File: config.mk
export PLATFORM = sky130hd
export DESIGN_NAME = loader_write_queue_flat
export DESIGN_NICKNAME = d
export VERILOG_FILES = /design/src/rtl/loader_write_queue_pkg.sv /design/src/rtl/loader_write_queue_if.sv /design/src/rtl/loader_write_queue_sync_fifo.sv /design/src/rtl/loader_write_queue.sv /design/src/flat_wrapper.sv
export SDC_FILE = /design/constraint.sdc
export NUM_CORES = 1
export LEC_CHECK = 0
export BUFFER_PORTS_ARGS = -buffer_cell sky130_fd_sc_hd__buf_2
export CAP_MARGIN = 20
export CORE_MARGIN = 2
export CORE_UTILIZATION = 40
export CTS_BUF_LIST = sky130_fd_sc_hd__clkbuf_8
export DETAILED_ROUTE_END_ITERATION = 8
export PLACE_DENSITY = 0.64
export SKIP_CTS_REPAIR_TIMING = 1
export SYNTH_ARGS = -nofsm -noshare
export SYNTH_HDL_FRONTEND = slang
export SYNTH_SLANG_ARGS = --single-unit
File: constraint.sdc
create_clock -name clock -period 5.1 [get_ports clock]
set_input_delay 1.275 -clock clock [delete_from_list [all_inputs] [get_ports clock]]
set_output_delay 1.275 -clock clock [all_outputs]
set_load 0.02 [all_outputs]
File: src/rtl/loader_write_queue_pkg.sv
// Shared constants and types for the loader write queue.
// Defines the default address/data widths, the FIFO depth, the nes_ce value
// that opens an SDRAM write slot, and the packed {addr, data} write record.
package loader_write_queue_pkg;

  localparam int         LDR_ADDR_W  = 22;
  localparam int         LDR_DATA_W  = 8;
  localparam int         LDR_DEPTH   = 8;
  localparam logic [1:0] LDR_CE_SLOT = 2'd3;

  typedef struct packed {
    logic [LDR_ADDR_W-1:0] addr;
    logic [LDR_DATA_W-1:0] data;
  } ldr_wr_t;

endpackage

File: src/rtl/loader_write_queue_if.sv
// Write-side bus of the loader write queue.
//  in_valid/in_addr/in_data : 1-cycle write pulses coming from game_loader
//  out_we/out_addr/out_data : replayed writes towards SDRAM port A
// master = producer of writes / consumer of port-A signals (loader side, bench)
// slave  = the queue itself
interface loader_write_queue_if
  import loader_write_queue_pkg::*;
#(
  parameter int ADDR_W = LDR_ADDR_W,
  parameter int DATA_W = LDR_DATA_W
);

  logic              in_valid;
  logic [ADDR_W-1:0] in_addr;
  logic [DATA_W-1:0] in_data;
  logic              out_we;
  logic [ADDR_W-1:0] out_addr;
  logic [DATA_W-1:0] out_data;

  modport master (
    output in_valid, in_addr, in_data,
    input  out_we, out_addr, out_data
  );

  modport slave (
    input  in_valid, in_addr, in_data,
    output out_we, out_addr, out_data
  );

endinterface

File: src/rtl/loader_write_queue_sync_fifo.sv
// Generic synchronous FIFO with register-array storage.
//  clock, R_reset : clock and synchronous active-high reset
//  push, din      : write request and data; ignored when full unless pop is also set
//  pop, dout      : read request; dout always shows the head entry (first-word fall-through)
//  full, empty    : derived from level, not from pointer equality
//  level          : registered occupancy, 0..DEPTH
module loader_write_queue_sync_fifo #(
  parameter int WIDTH = 30,
  parameter int DEPTH = 8
) (
  input  logic                     clock,
  input  logic                     R_reset,
  input  logic                     push,
  input  logic                     pop,
  input  logic [WIDTH-1:0]         din,
  output logic [WIDTH-1:0]         dout,
  output logic                     full,
  output logic                     empty,
  output logic [$clog2(DEPTH):0]   level
);

  localparam int PTR_W = $clog2(DEPTH);
  localparam int LVL_W = PTR_W + 1;

  logic [WIDTH-1:0] mem [DEPTH];
  logic [PTR_W-1:0] head;
  logic [PTR_W-1:0] tail;
  logic             push_ok;
  logic             pop_ok;

  assign empty   = (level == '0);
  assign full    = (level == LVL_W'(DEPTH));
  assign pop_ok  = pop && !empty;
  // A pop in the same cycle frees the head slot, so a full FIFO can still take a push.
  assign push_ok = push && (!full || pop_ok);
  assign dout    = mem[head];

  always_ff @(posedge clock) begin
    if (push_ok) begin
      mem[tail] <= din;
    end
  end

  always_ff @(posedge clock) begin
    if (R_reset) begin
      head  <= '0;
      tail  <= '0;
      level <= '0;
    end else begin
      if (push_ok) begin
        tail <= tail + PTR_W'(1);
      end
      if (pop_ok) begin
        head <= head + PTR_W'(1);
      end
      if (push_ok && !pop_ok) begin
        level <= level + LVL_W'(1);
      end else if (pop_ok && !push_ok) begin
        level <= level - LVL_W'(1);
      end
    end
  end

endmodule

File: src/rtl/loader_write_queue.sv
// Buffers game_loader byte writes and replays them to SDRAM port A, one write per
// NES memory slot (nes_ce == CE_SLOT), each held stable for the full 4-clock slot.
//  clock, R_reset : NES system clock, synchronous active-high reset
//  wq (slave)     : loader write pulses in, port-A write enable/address/data out
//  in_load_done   : game_loader done level
//  nes_ce         : free-running 2-bit NES divider
//  load_done      : loader done and every buffered write retired
//  busy           : FIFO non-empty or a write is on the bus
//  overflow       : sticky, a write was dropped on a full FIFO
//  level          : FIFO occupancy
module loader_write_queue
  import loader_write_queue_pkg::*;
#(
  parameter int         ADDR_W  = LDR_ADDR_W,
  parameter int         DATA_W  = LDR_DATA_W,
  parameter int         DEPTH   = LDR_DEPTH,
  parameter logic [1:0] CE_SLOT = LDR_CE_SLOT
) (
  input  logic                   clock,
  input  logic                   R_reset,
  loader_write_queue_if.slave    wq,
  input  logic                   in_load_done,
  input  logic [1:0]             nes_ce,
  output logic                   load_done,
  output logic                   busy,
  output logic                   overflow,
  output logic [$clog2(DEPTH):0] level
);

  localparam int LVL_W = $clog2(DEPTH) + 1;
  localparam int WR_W  = ADDR_W + DATA_W;

  logic              slot;
  logic              fifo_full;
  logic              fifo_empty;
  logic [WR_W-1:0]   fifo_dout;
  logic              pop;
  logic              push_ok;
  logic              drop;
  logic [LVL_W-1:0]  level_nxt;
  logic              we_nxt;
  logic              out_we_q;
  logic [ADDR_W-1:0] out_addr_q;
  logic [DATA_W-1:0] out_data_q;

  assign slot    = (nes_ce == CE_SLOT);
  assign pop     = slot && !fifo_empty;
  assign push_ok = wq.in_valid && (!fifo_full || pop);
  assign drop    = wq.in_valid && fifo_full && !pop;

  loader_write_queue_sync_fifo #(
    .WIDTH (WR_W),
    .DEPTH (DEPTH)
  ) u_fifo (
    .clock   (clock),
    .R_reset (R_reset),
    .push    (wq.in_valid),
    .pop     (pop),
    .din     ({wq.in_addr, wq.in_data}),
    .dout    (fifo_dout),
    .full    (fifo_full),
    .empty   (fifo_empty),
    .level   (level)
  );

  // busy and load_done are registered, so they look at the occupancy and write
  // enable that this same edge will produce rather than the current ones.
  always_comb begin
    level_nxt = level;
    if (push_ok && !pop) begin
      level_nxt = level + LVL_W'(1);
    end else if (pop && !push_ok) begin
      level_nxt = level - LVL_W'(1);
    end
  end

  assign we_nxt = slot ? !fifo_empty : out_we_q;

  always_ff @(posedge clock) begin
    if (R_reset) begin
      out_we_q   <= 1'b0;
      out_addr_q <= '0;
      out_data_q <= '0;
      overflow   <= 1'b0;
      busy       <= 1'b0;
      load_done  <= 1'b0;
    end else begin
      // Port-A signals move only on slot edges; an empty slot keeps the last address/data.
      if (slot) begin
        out_we_q <= !fifo_empty;
        if (!fifo_empty) begin
          {out_addr_q, out_data_q} <= fifo_dout;
        end
      end
      overflow  <= overflow | drop;
      busy      <= (level_nxt != '0) || we_nxt;
      load_done <= in_load_done && (level_nxt == '0) && !we_nxt;
    end
  end

  assign wq.out_we   = out_we_q;
  assign wq.out_addr = out_addr_q;
  assign wq.out_data = out_data_q;

endmodule
File: src/flat_wrapper.sv
// flat-port wrapper written by rule: the top's interface ports become plain ports
module loader_write_queue_flat import loader_write_queue_pkg::*;
#(
  parameter int         ADDR_W  = LDR_ADDR_W,
  parameter int         DATA_W  = LDR_DATA_W,
  parameter int         DEPTH   = LDR_DEPTH,
  parameter logic [1:0] CE_SLOT = LDR_CE_SLOT
)
  (clock, R_reset, in_load_done, nes_ce, load_done, busy, overflow, level, wq_in_valid, wq_in_addr, wq_in_data, wq_out_we, wq_out_addr, wq_out_data);
  loader_write_queue_if #(.ADDR_W(ADDR_W), .DATA_W(DATA_W)) wq_i ();
  input  logic clock;
  input  logic R_reset;
  input  logic in_load_done;
  input  logic [1:0] nes_ce;
  output logic load_done;
  output logic busy;
  output logic overflow;
  output logic [$clog2(DEPTH):0] level;
  input wire logic [$bits(wq_i.in_valid)-1:0] wq_in_valid;
  input wire logic [$bits(wq_i.in_addr)-1:0] wq_in_addr;
  input wire logic [$bits(wq_i.in_data)-1:0] wq_in_data;
  output wire logic [$bits(wq_i.out_we)-1:0] wq_out_we;
  output wire logic [$bits(wq_i.out_addr)-1:0] wq_out_addr;
  output wire logic [$bits(wq_i.out_data)-1:0] wq_out_data;
  assign wq_i.in_valid = wq_in_valid;
  assign wq_i.in_addr = wq_in_addr;
  assign wq_i.in_data = wq_in_data;
  assign wq_out_we = wq_i.out_we;
  assign wq_out_addr = wq_i.out_addr;
  assign wq_out_data = wq_i.out_data;
  loader_write_queue #(.ADDR_W(ADDR_W), .DATA_W(DATA_W), .DEPTH(DEPTH), .CE_SLOT(CE_SLOT)) u_core (.clock(clock), .R_reset(R_reset), .wq(wq_i), .in_load_done(in_load_done), .nes_ce(nes_ce), .load_done(load_done), .busy(busy), .overflow(overflow), .level(level));
endmodule
==> results.json <==
{
  "power_mw": 5.79,
  "grt_antenna_before_repair": 1,
  "p_per_area_nw_per_um2": 457,
  "stdcell_count": 1086,
  "synth_edf_count": 240,
  "die_x_um": 170,
  "cts_tree": "built",
  "ff2ff_setup_slack_ns": 2.02,
  "dp_slack_ns": 1.41,
  "placed_cell_area_um2": 11700,
  "cts_made_buffers": 46,
  "io_buffers": 73,
  "required_ns": 5.51,
  "grt_first_pass_wirelength_um": 33900,
  "crit_chain": "buf_2 -> and2_1 -> and2_4 -> clkinv_8 -> ha_1 -> or4_1 -> a21oi_1 -> xnor2_1 -> nor2_1",
  "clkLatencyLatePin_ns": 0.56,
  "synth-seq-cells": 284,
  "dpl.hpwl_um": 12700,
  "clk_pin_slew_ns": 0.06,
  "routed_wl_um": 22000,
  "htreeDepth": 2,
  "syn_inst": 606,
  "yosys_most_used_dff": "edfxtp_1",
  "slew_headroom": 0.266,
  "critPathMaxStageDelay_ns": 0.51,
  "num_rows": 60,
  "whs_ns": 0.482,
  "final_hold_viol_count": 0,
  "rsz0062_at_grt": "no",
  "hold_end": "u_core.overflow$_SDFF_PP0_",
  "routabilityCongestion": 0.708,
  "worst_pin_slew_ns": 1.10,
  "vias": 5663,
  "drc": 0,
  "drtAntennaViolNets": 0,
  "die_y_um": 170,
  "track_usage": 0.155,
  "io_pins": 74,
  "grt_max_degree": 69,
  "crit_start": "nes_ce[0]",
  "drt-pass1-iter-count": 4,
  "fin_setup_tns_ns": 0,
  "skew_ns": 0.0282,
  "ys_types": 43,
  "r2r-start": "u_core.u_fifo.level[1]$_SDFFE_PP0P_",
  "start_util": 0.408,
  "finalCritPeriodShare": 0.609,
  "holdPathStages": 2,
  "synthTopCellsByArea": "edfxtp_1, dfxtp_1, mux4_2, mux2i_1, nor3_2",
  "multiInputGateArea_um2": 2700,
  "power_leakage_nw": 4.18,
  "critPathKind": "input port to register",
  "worstSetupEndpointType": "register",
  "viasPerCell": 5.21,
  "ys_warn_count": 0,
  "root_buffer": "clkbuf_8",
  "hold_start": "u_core.overflow$_SDFF_PP0_",
  "post-synth-top-area-cell": "edfxtp_1",
  "grt_overflow_total": 0,
  "hold_path_class": "register to register",
  "areaGrowthSynthToFinish_pct": 15.2,
  "setup_viol": 0,
  "synthesis.area_um2": 11000,
  "yosysSeqAreaShare": 0.736,
  "grt_pass1_vias": 6067,
  "reg2reg_depth": 10,
  "layout_setup_ws_ns": 2.00,
  "syn_avg_cell_area_um2": 18.1,
  "yosys.area.top_type_share": 0.656,
  "drive_gt1_frac": 0.331,
  "finalCriticalPeriod_ns": 3.10,
  "place_inst": 998,
  "core-area_um2": 27000,
  "fmax_mhz": 322,
  "crit_fanout": 34,
  "yosysMostFrequentCell": "edfxtp_1",
  "fin_util": 0.470,
  "status": "completed",
  "arrival_ns": 3.52,
  "nFillCells": 2268,
  "fin_nets": 747,
  "drt_iter0_drc": 348,
  "critPathLaunchType": "input port",
  "design_area_um2": 12700,
  "yosys-top-cells-count": "edfxtp_1, mux2i_1, nor2_1",
  "die-area_um2": 28800,
  "clock_path_buffers": 3,
  "postSynth.asyncResetShare": 0,
  "wl_per_cell_um": 20.3,
  "worst_ir_drop_vdd_mv": 0.191,
  "slowest_stage": "and2_4",
  "register_area_um2": 8090,
  "cap_violations": 0,
  "r2r-end": "u_core.u_fifo.level[3]$_SDFFE_PP0P_",
  "slew_violations": 0,
  "cts_sinks": 284,
  "syn_nets": 648
}
==> worst max path at each step <==
stage | depth (start not counted) | endpoint
2_1_floorplan | 3 | u_core.u_fifo.mem[0][0]$_DFFE_PP_
3_3_place_gp | 9 | u_core.u_fifo.level[3]$_SDFFE_PP0P_
3_5_place_dp | 9 | u_core.u_fifo.level[3]$_SDFFE_PP0P_
4_1_cts | 10 | u_core.u_fifo.level[3]$_SDFFE_PP0P_
5_1_grt | 10 | u_core.u_fifo.level[3]$_SDFFE_PP0P_
6_report | 9 | u_core.u_fifo.level[3]$_SDFFE_PP0P_
==> critical path: cells and delay by family <==
family,cells,cell delay [ns]
AND/OR/NAND/NOR,4,1.19
adder cells (fa/ha/maj),1,0.34
buffers and inverters,2,0.39
XOR/XNOR,1,0.15
AO/OA/AOI/OAI,1,0.18
==> flip-flops by register name, summed over array words and instances, names as in the netlist <==
signal and cells:
u_core.u_fifo.mem 240, u_core.wq.out_data 8, u_core.u_fifo.head 3, u_core.overflow 1
u_core.busy 1, u_core.wq.out_we 1, u_core.u_fifo.level 4, u_core.load_done 1
u_core.wq.out_addr 22, u_core.u_fifo.tail 3
==> logic make-up (layout without fill, tap and decap cells) <==
logic type | after synthesis | count (layout) | share of synthesized area
fa+ha+maj | 6 | 6 | 0.00683
buf+inv | 40 | 177 | 0.0233
mux | 91 | 91 | 0.117
xor+xnor | 7 | 7 | 0.00558
compound gates | 72 | 72 | 0.0534
flops | 284 | 284 | 0.736
other cells | 0 | 2 | 0
simple gates | 106 | 106 | 0.0583
==> power by group <==
part / switching (mW) / internal, mW / total, mW
Combinational: 0.622 / 0.388 / 1.01
Sequential: 0.142 / 2.72 / 2.86
Clock: 0.866 / 1.05 / 1.92
Total: 1.63 / 4.16 / 5.79
==> routing by layer <==
layer  GRT usage  wire (µm)
met1       0.189       9000
met2       0.273      11300
met3      0.0333       1290
met4      0.0517        423
met5           0          0
==> cell type report <==
cell class | instances | share of cell area
flip-flops and latches | 284 | 0.639
multi-input cells | 282 | 0.213
clock buffers | 56 | 0.0609
repair buffers | 87 | 0.0381
well taps | 341 | 0.0337
clock inverters | 30 | 0.0124
inverters | 4 | 0.00217
diodes | 2 | 0.000395
==> cell usage in the layout, fill, tap and decap left out, drive strengths merged <==
master  netlist  routed
edfxtp      240     240
buf          22      87
mux2i        61      61
clkbuf       14      56
nor2         45      45
dfxtp        44      44
nor3         37      37
mux4         30      30
o22ai        30      30
a211oi       30      30
inv           3      21
clkinv        1      12
nand2         8       8
a21oi         8       8
ha            6       6
xor2          4       4
nand2b        3       3
xnor2         3       3
diode         0       2
and2          2       2
o21ai         2       2
nand3b        1       1
or3b          1       1
nor4          1       1
or2           1       1
or3           1       1
or4           1       1
nand4         1       1
nand3         1       1
o211ai        1       1
and4          1       1
nor4bb        1       1
o41ai         1       1
and4b         1       1
bufinv        0       1
(Power assumes the default switching activity.)
